File: src/rtl/poli_pkg.sv
// Shared definitions for the polynomial-datapath arbiter: state encoding,
// default operand width and the watchdog counter sizing helper.
package poli_pkg;

  localparam logic [1:0] ST_OCIOSO  = 2'd0;
  localparam logic [1:0] ST_DISPARO = 2'd1;
  localparam logic [1:0] ST_ESPERA  = 2'd2;
  localparam logic [1:0] ST_ENTREGA = 2'd3;

  typedef enum logic [1:0] {
    OCIOSO  = ST_OCIOSO,
    DISPARO = ST_DISPARO,
    ESPERA  = ST_ESPERA,
    ENTREGA = ST_ENTREGA
  } estado_t;

  localparam int LARGURA_PADRAO = 16;

  // Bits needed to count 0..ciclos inclusive.
  function automatic int largura_contador(input int ciclos);
    return (ciclos < 2) ? 1 : $clog2(ciclos + 1);
  endfunction

endpackage

File: src/rtl/rr_prioridade.sv
// Combinational round-robin picker: first active request at or above ptr,
// wrapping, returned both one-hot and as an index.
module rr_prioridade #(
  parameter int N_REQ = 4,
  parameter int PW    = 2
) (
  input  logic [N_REQ-1:0] req,
  input  logic [PW-1:0]    ptr,
  output logic [N_REQ-1:0] vencedor,
  output logic [PW-1:0]    indice,
  output logic             valido
);

  logic [PW-1:0] cand [N_REQ];

  genvar gi;
  for (gi = 0; gi < N_REQ; gi++) begin : g_cand
    assign cand[gi] = PW'((32'(ptr) + 32'(gi)) % 32'(N_REQ));
  end

  // Scan from the farthest candidate down so the one closest to ptr wins.
  always_comb begin
    vencedor = '0;
    indice   = '0;
    for (int k = N_REQ - 1; k >= 0; k--) begin
      if (req[cand[k]]) begin
        vencedor          = '0;
        vencedor[cand[k]] = 1'b1;
        indice            = cand[k];
      end
    end
  end

  assign valido = |req;

endmodule

File: src/rtl/arbitro_polinomio.sv
// Round-robin sequencer sharing one polynomial datapath among N_REQ requesters.
// Optional watchdog abort in ESPERA enabled by defining ARB_TIMEOUT_EN.
module arbitro_polinomio
  import poli_pkg::*;
#(
  parameter int N_REQ          = 4,
  parameter int LARGURA        = LARGURA_PADRAO,
  parameter int TIMEOUT_CICLOS = 64
) (
  input  logic                     ck,
  input  logic                     rst,
  input  logic [N_REQ-1:0]         req,
  input  logic [N_REQ*LARGURA-1:0] x_in,
  input  logic [N_REQ*LARGURA-1:0] a_in,
  input  logic [N_REQ*LARGURA-1:0] b_in,
  input  logic [N_REQ*LARGURA-1:0] c_in,
  output logic [N_REQ-1:0]         gnt,
  output logic [N_REQ-1:0]         feito,
  output logic [LARGURA-1:0]       resultado_out,
  output logic                     overflow_out,
  output logic                     erro_out,
  output logic                     dp_inicio,
  output logic [LARGURA-1:0]       dp_x,
  output logic [LARGURA-1:0]       dp_a,
  output logic [LARGURA-1:0]       dp_b,
  output logic [LARGURA-1:0]       dp_c,
  input  logic [LARGURA-1:0]       dp_resultado,
  input  logic                     dp_pronto,
  input  logic                     dp_overflow
);

  localparam int PW = $clog2(N_REQ);

  if (N_REQ < 2 || N_REQ > 8 || TIMEOUT_CICLOS < 1) begin : g_param_invalido
    $error("arbitro_polinomio: N_REQ must be 2..8 and TIMEOUT_CICLOS >= 1");
  end

  estado_t            estado_reg, estado_next;
  logic               primeiro_reg;
  logic [PW-1:0]      ptr_reg, idx_reg, ptr_prox;
  logic [N_REQ-1:0]   gnt_reg;
  logic [LARGURA-1:0] x_reg, a_reg, b_reg, c_reg, resultado_reg;
  logic               overflow_reg;
  logic [N_REQ-1:0]   venc;
  logic [PW-1:0]      venc_idx;
  logic               algum;
  logic               aceita_pronto, expirou;

  logic [LARGURA-1:0] x_arr [N_REQ];
  logic [LARGURA-1:0] a_arr [N_REQ];
  logic [LARGURA-1:0] b_arr [N_REQ];
  logic [LARGURA-1:0] c_arr [N_REQ];

  genvar gi;
  for (gi = 0; gi < N_REQ; gi++) begin : g_fatias
    assign x_arr[gi] = x_in[gi*LARGURA +: LARGURA];
    assign a_arr[gi] = a_in[gi*LARGURA +: LARGURA];
    assign b_arr[gi] = b_in[gi*LARGURA +: LARGURA];
    assign c_arr[gi] = c_in[gi*LARGURA +: LARGURA];
    assign feito[gi] = (estado_reg == ENTREGA) && (idx_reg == PW'(gi));
  end

  rr_prioridade #(.N_REQ(N_REQ), .PW(PW)) u_rr (
    .req      (req),
    .ptr      (ptr_reg),
    .vencedor (venc),
    .indice   (venc_idx),
    .valido   (algum)
  );

  // The first ESPERA cycle may still see pronto left over from a previous job.
  assign aceita_pronto = (estado_reg == ESPERA) && !primeiro_reg && dp_pronto;
  assign ptr_prox      = (idx_reg == PW'(N_REQ - 1)) ? '0 : idx_reg + 1'b1;

`ifdef ARB_TIMEOUT_EN
  localparam int CW = largura_contador(TIMEOUT_CICLOS);
  logic [CW-1:0] cnt_reg;
  logic          erro_reg;

  always_ff @(posedge ck) begin
    if (rst || estado_reg != ESPERA) cnt_reg <= '0;
    else                             cnt_reg <= cnt_reg + 1'b1;
  end

  assign expirou = (estado_reg == ESPERA) && !aceita_pronto &&
                   (cnt_reg == CW'(TIMEOUT_CICLOS - 1));

  always_ff @(posedge ck) begin
    if (rst)                erro_reg <= 1'b0;
    else if (aceita_pronto) erro_reg <= 1'b0;
    else if (expirou)       erro_reg <= 1'b1;
  end

  assign erro_out = erro_reg;
`else
  assign expirou  = 1'b0;
  assign erro_out = 1'b0;
`endif

  always_comb begin
    estado_next = estado_reg;
    case (estado_reg)
      OCIOSO:  if (algum) estado_next = DISPARO;
      DISPARO: estado_next = ESPERA;
      ESPERA:  if (aceita_pronto || expirou) estado_next = ENTREGA;
      ENTREGA: estado_next = OCIOSO;
      default: estado_next = OCIOSO;
    endcase
  end

  always_ff @(posedge ck) begin
    if (rst) begin
      estado_reg    <= OCIOSO;
      primeiro_reg  <= 1'b0;
      ptr_reg       <= '0;
      idx_reg       <= '0;
      gnt_reg       <= '0;
      x_reg         <= '0;
      a_reg         <= '0;
      b_reg         <= '0;
      c_reg         <= '0;
      resultado_reg <= '0;
      overflow_reg  <= 1'b0;
    end else begin
      estado_reg   <= estado_next;
      primeiro_reg <= (estado_reg == DISPARO);
      if (estado_reg == OCIOSO && algum) begin
        gnt_reg <= venc;
        idx_reg <= venc_idx;
        x_reg   <= x_arr[venc_idx];
        a_reg   <= a_arr[venc_idx];
        b_reg   <= b_arr[venc_idx];
        c_reg   <= c_arr[venc_idx];
      end
      if (aceita_pronto) begin
        resultado_reg <= dp_resultado;
        overflow_reg  <= dp_overflow;
        gnt_reg       <= '0;
      end else if (expirou) begin
        resultado_reg <= '0;
        overflow_reg  <= 1'b0;
        gnt_reg       <= '0;
      end
      if (estado_reg == ENTREGA) ptr_reg <= ptr_prox;
    end
  end

  assign gnt           = gnt_reg;
  assign dp_inicio     = (estado_reg == DISPARO);
  assign dp_x          = x_reg;
  assign dp_a          = a_reg;
  assign dp_b          = b_reg;
  assign dp_c          = c_reg;
  assign resultado_out = resultado_reg;
  assign overflow_out  = overflow_reg;

endmodule

File: config.mk
export PLATFORM = sky130hd
export DESIGN_NAME = arbitro_polinomio
export DESIGN_NICKNAME = d
export VERILOG_FILES = /design/src/rtl/poli_pkg.sv /design/src/rtl/rr_prioridade.sv /design/src/rtl/arbitro_polinomio.sv
export SDC_FILE = /design/constraint.sdc
export NUM_CORES = 1
export LEC_CHECK = 0
export CELL_PAD_IN_SITES_DETAIL_PLACEMENT = 0
export CELL_PAD_IN_SITES_GLOBAL_PLACEMENT = 1
export CORE_ASPECT_RATIO = 0.5
export CORE_MARGIN = 8
export CORE_UTILIZATION = 24
export DETAILED_ROUTE_END_ITERATION = 10
export GPL_TIMING_DRIVEN = 1
export PLACE_DENSITY = 0.85
export SLEW_MARGIN = 20
export SYNTH_ARGS = -nofsm -noshare
export SYNTH_HDL_FRONTEND = slang
export SYNTH_SLANG_ARGS = --single-unit
File: constraint.sdc
create_clock -name ck -period 2.64 [get_ports ck]
set_input_delay 0.396 -clock ck [delete_from_list [all_inputs] [get_ports ck]]
set_output_delay 0.396 -clock ck [all_outputs]
set_load 0.1 [all_outputs]
==> flow_metrics.py <==
metrics = {
    "run_status": {
        "status": "finished clean",
    },
    "sta": {
        "setup_violations": 0,
        "period_share_pct": 94.62,
        "fmax_ghz": 0.4003,
        "fin_worst_skew_ns": 0.01171,
        "hold_viol_final": 0,
        "tightest_slew_ns": 0.7594,
        "setup_ws_ns": 0.1420,
        "max_slew_margin_pct": 49.27,
        "layout_min_cycle_time_ns": 2.498,
        "drv_slew": 0,
    },
    "clocking": {
        "clk_pin_slew_ns": 0.07,
        "cts_tree": "built",
        "clockBufferDepth": 2,
        "clkSinkCount": 92,
        "hold_buffers": 0,
        "ctsRootBufferMaster": "clkbuf_16",
        "h-tree-depth": 3,
        "cts_buffers": 9,
        "clk_latency_ns": 0.36,
    },
    "worst_setup_path": {
        "path_class": "reg2reg",
        "worstPathMaxFanout": 9,
        "cp.arrival_ns": 2.79,
        "crit_required_ns": 2.93,
        "crit_path_end_kind": "register",
        "critPathLaunchType": "register",
    },
    "route": {
        "wirelength_um": 24770,
        "drc_errors": 0,
        "ant_nets": 0,
        "wl_per_cell_um": 19.14,
        "vias": 5929,
        "viasPerCell": 4.582,
        "firstDrtPassIters": 4,
        "drt-initial-drc-count": 281,
    },
    "logic_synthesis": {
        "syn_avg_cell_area_um2": 9.690,
        "synth_top_area_share_pct": 31.52,
        "netlist_instances": 603,
        "synth.net_count": 899,
        "ys_seq_area_share_pct": 31.52,
        "netlist_area_mm2": 0.005843,
        "synth.distinct_cells": 35,
        "synth-main-ff-cell": "dfxtp_1",
        "async_flop_share_pct": 0,
        "ys_ff_latch": 92,
        "synth_edf_count": 0,
        "synth_top_area_cell": "dfxtp_1",
        "yosys_warnings": 0,
        "netlist_top_cells_area": "dfxtp_1, mux2i_1, nand3b_1",
    },
    "place": {
        "portBuffers": 369,
        "gp_congestion": 0.8217,
        "hpwl_um": 20330,
        "place_ws_ns": -0.2932,
    },
    "pwr": {
        "p_total_uw": 10520,
        "p_per_area_mw_per_mm2": 1031,
        "ir_worst_vdd_mv": 0.4194,
        "p_leak_uw": 0.003919,
    },
    "floorplan": {
        "die_x_um": 236.7,
        "die-area_mm2": 0.02990,
        "die_y_um": 126.3,
        "row_count": 40,
        "io_pins": 371,
        "floorplan.initialDensity_pct": 24.37,
        "coreArea_mm2": 0.02397,
    },
    "global_routing": {
        "grt_pass1_vias": 6483,
        "gr-total-overflow": 0,
        "grt_usage_pct": 15.84,
        "grt_pass1_wl_um": 37300,
        "grt_max_degree": 56,
        "antenna_found_initial": 1,
    },
    "layout": {
        "nets": 1271,
        "ff_latch_area_mm2": 0.001846,
        "drive_above_1_share_pct": 20.14,
        "fillCellCount": 2329,
        "multiInputGateArea_mm2": 0.003747,
        "areaGrowthSynthToFinish_pct": 74.60,
    },
    "min_path": {
        "hp-class": "reg2reg",
    },
    "run": {
        "maxCapViolCount": 0,
    },
}
==> final cells by class <==
type / instances / share of cell area, %
Antenna cell: 1 / 0.02453
Clock buffer: 10 / 2.342
Clock inverter: 4 / 0.2698
Inverter: 6 / 0.2208
Multi-Input combinational cell: 454 / 36.73
Sequential cell: 92 / 18.09
Tap cell: 315 / 3.863
Timing Repair Buffer: 412 / 38.46
==> synth_stat cells (4+ instances only) <==
master    count
nand2b_1      4
a221oi_1      4
mux2_1       29
buf_2        10
clkbuf_1     26
nand3b_1     53
buf_6         8
nor2b_1       8
nor2_1       16
a21oi_1      20
mux2i_1     134
ha_1         16
buf_4         7
and2_1        4
dfxtp_1      92
nor3_1       10
nand2_1      49
a211oi_1      5
o21ai_1      53
o221ai_2     10
inv_1         6
mux2_2       23
==> critical path, cell delays in order, from the launching register on <==
cell	delay, ns
dfxtp_4	0.39
inv_1	0.11
ha_4	0.32
mux4_2	0.35
a31oi_2	0.24
a21oi_4	0.12
buf_4	0.18
buf_4	0.17
mux2i_1	0.14
mux2_1	0.29
o21ai_1	0.11
==> cell usage in the layout (no fill, tap or decap), types with 2 or more instances in the layout <==
cell             instances
mux2i_1                130
inv_1                    6
buf_4                  122
o21ai_1                 53
buf_12                  11
ha_1                    15
mux2_2                  23
nand2_1                 49
o221ai_1                 2
nand2b_2                 2
mux2i_2                  5
a211oi_1                 5
nor3_1                  10
nand2b_1                 2
dfxtp_1                 91
clkdlybuf4s50_1        278
nand3b_1                53
nor2_1                  16
mux2_1                  29
clkbuf_16                9
o221ai_2                10
a221oi_1                 4
a21oi_1                 19
and2_1                   4
nor2b_1                  8
clkinvlp_4               3
mux4_2                   3
==> per-layer routing <==
| metal | share of wire [%] | routed length [µm] | GRT usage [%] | vias up |
|---|---|---|---|---|
| li1 | - | - | - | 2917 |
| met1 | 39 | 9601 | 16.74 | 2860 |
| met2 | 56 | 13810 | 30.55 | 124 |
| met3 | 3.2 | 803 | 3.782 | 28 |
| met4 | 2.2 | 550 | 5.570 | 0 |
| met5 | 0 | 0 | 0 | - |
==> cell families after synthesis <==
group | after synthesis | synth area share (%)
other | 1 | 0.06418
DFF | 92 | 31.52
and+or+nand+nor | 149 | 14.35
adders and majority gates | 16 | 3.426
muxes | 190 | 34.37
AOI/OAI and AO/OA | 98 | 10.92
buffers and inverters | 57 | 5.353
==> final timing paths <==
check / cells after the start / startpoint / to / slack [ns]
setup / recovery: 10 / ptr_reg[0] / dp_c[8] / 0.14
hold / removal: 2 / resultado_out[1] / resultado_out[1] / 0.45
setup reg to reg: 10 / ptr_reg[0] / dp_c[8] / 0.14
hold reg to reg: 2 / resultado_out[1] / resultado_out[1] / 0.45
==> through the flow <==
| stage | util [%] | instances | hold WS, ns | setup TNS (ns) | area [µm²] |
|---|---|---|---|---|---|
| final | 42.56 | 1294 | 0.4547 | 0 | 10200 |
| after global routing | 42.56 | 1294 | 0.4783 | -0.005701 | 10200 |
| after CTS | 42.26 | 1287 | 0.4569 | 0 | 10130 |
| after detailed placement | 41.15 | 1273 | 0.4478 | -10.48 | 9864 |
| after global placement | 41.15 | 1273 | 0.4451 | -6.688 | 9864 |
| after floorplan | - | 603 | 0.4692 | 0 | 5863 |
==> where the power goes <==
group / internal [µW] / switching (µW) / total [µW]
Sequential: 1850 / 273 / 2130
Clock: 652 / 571 / 1220
Combinational: 2210 / 4960 / 7170
==> repair_timing <==
item,CTS,global route
setup buffers,0,6
gates resized for setup,0,6
endpoints found under the hold margin,0,0
endpoints found under the setup margin,0,32
(Power assumes the default switching activity.)
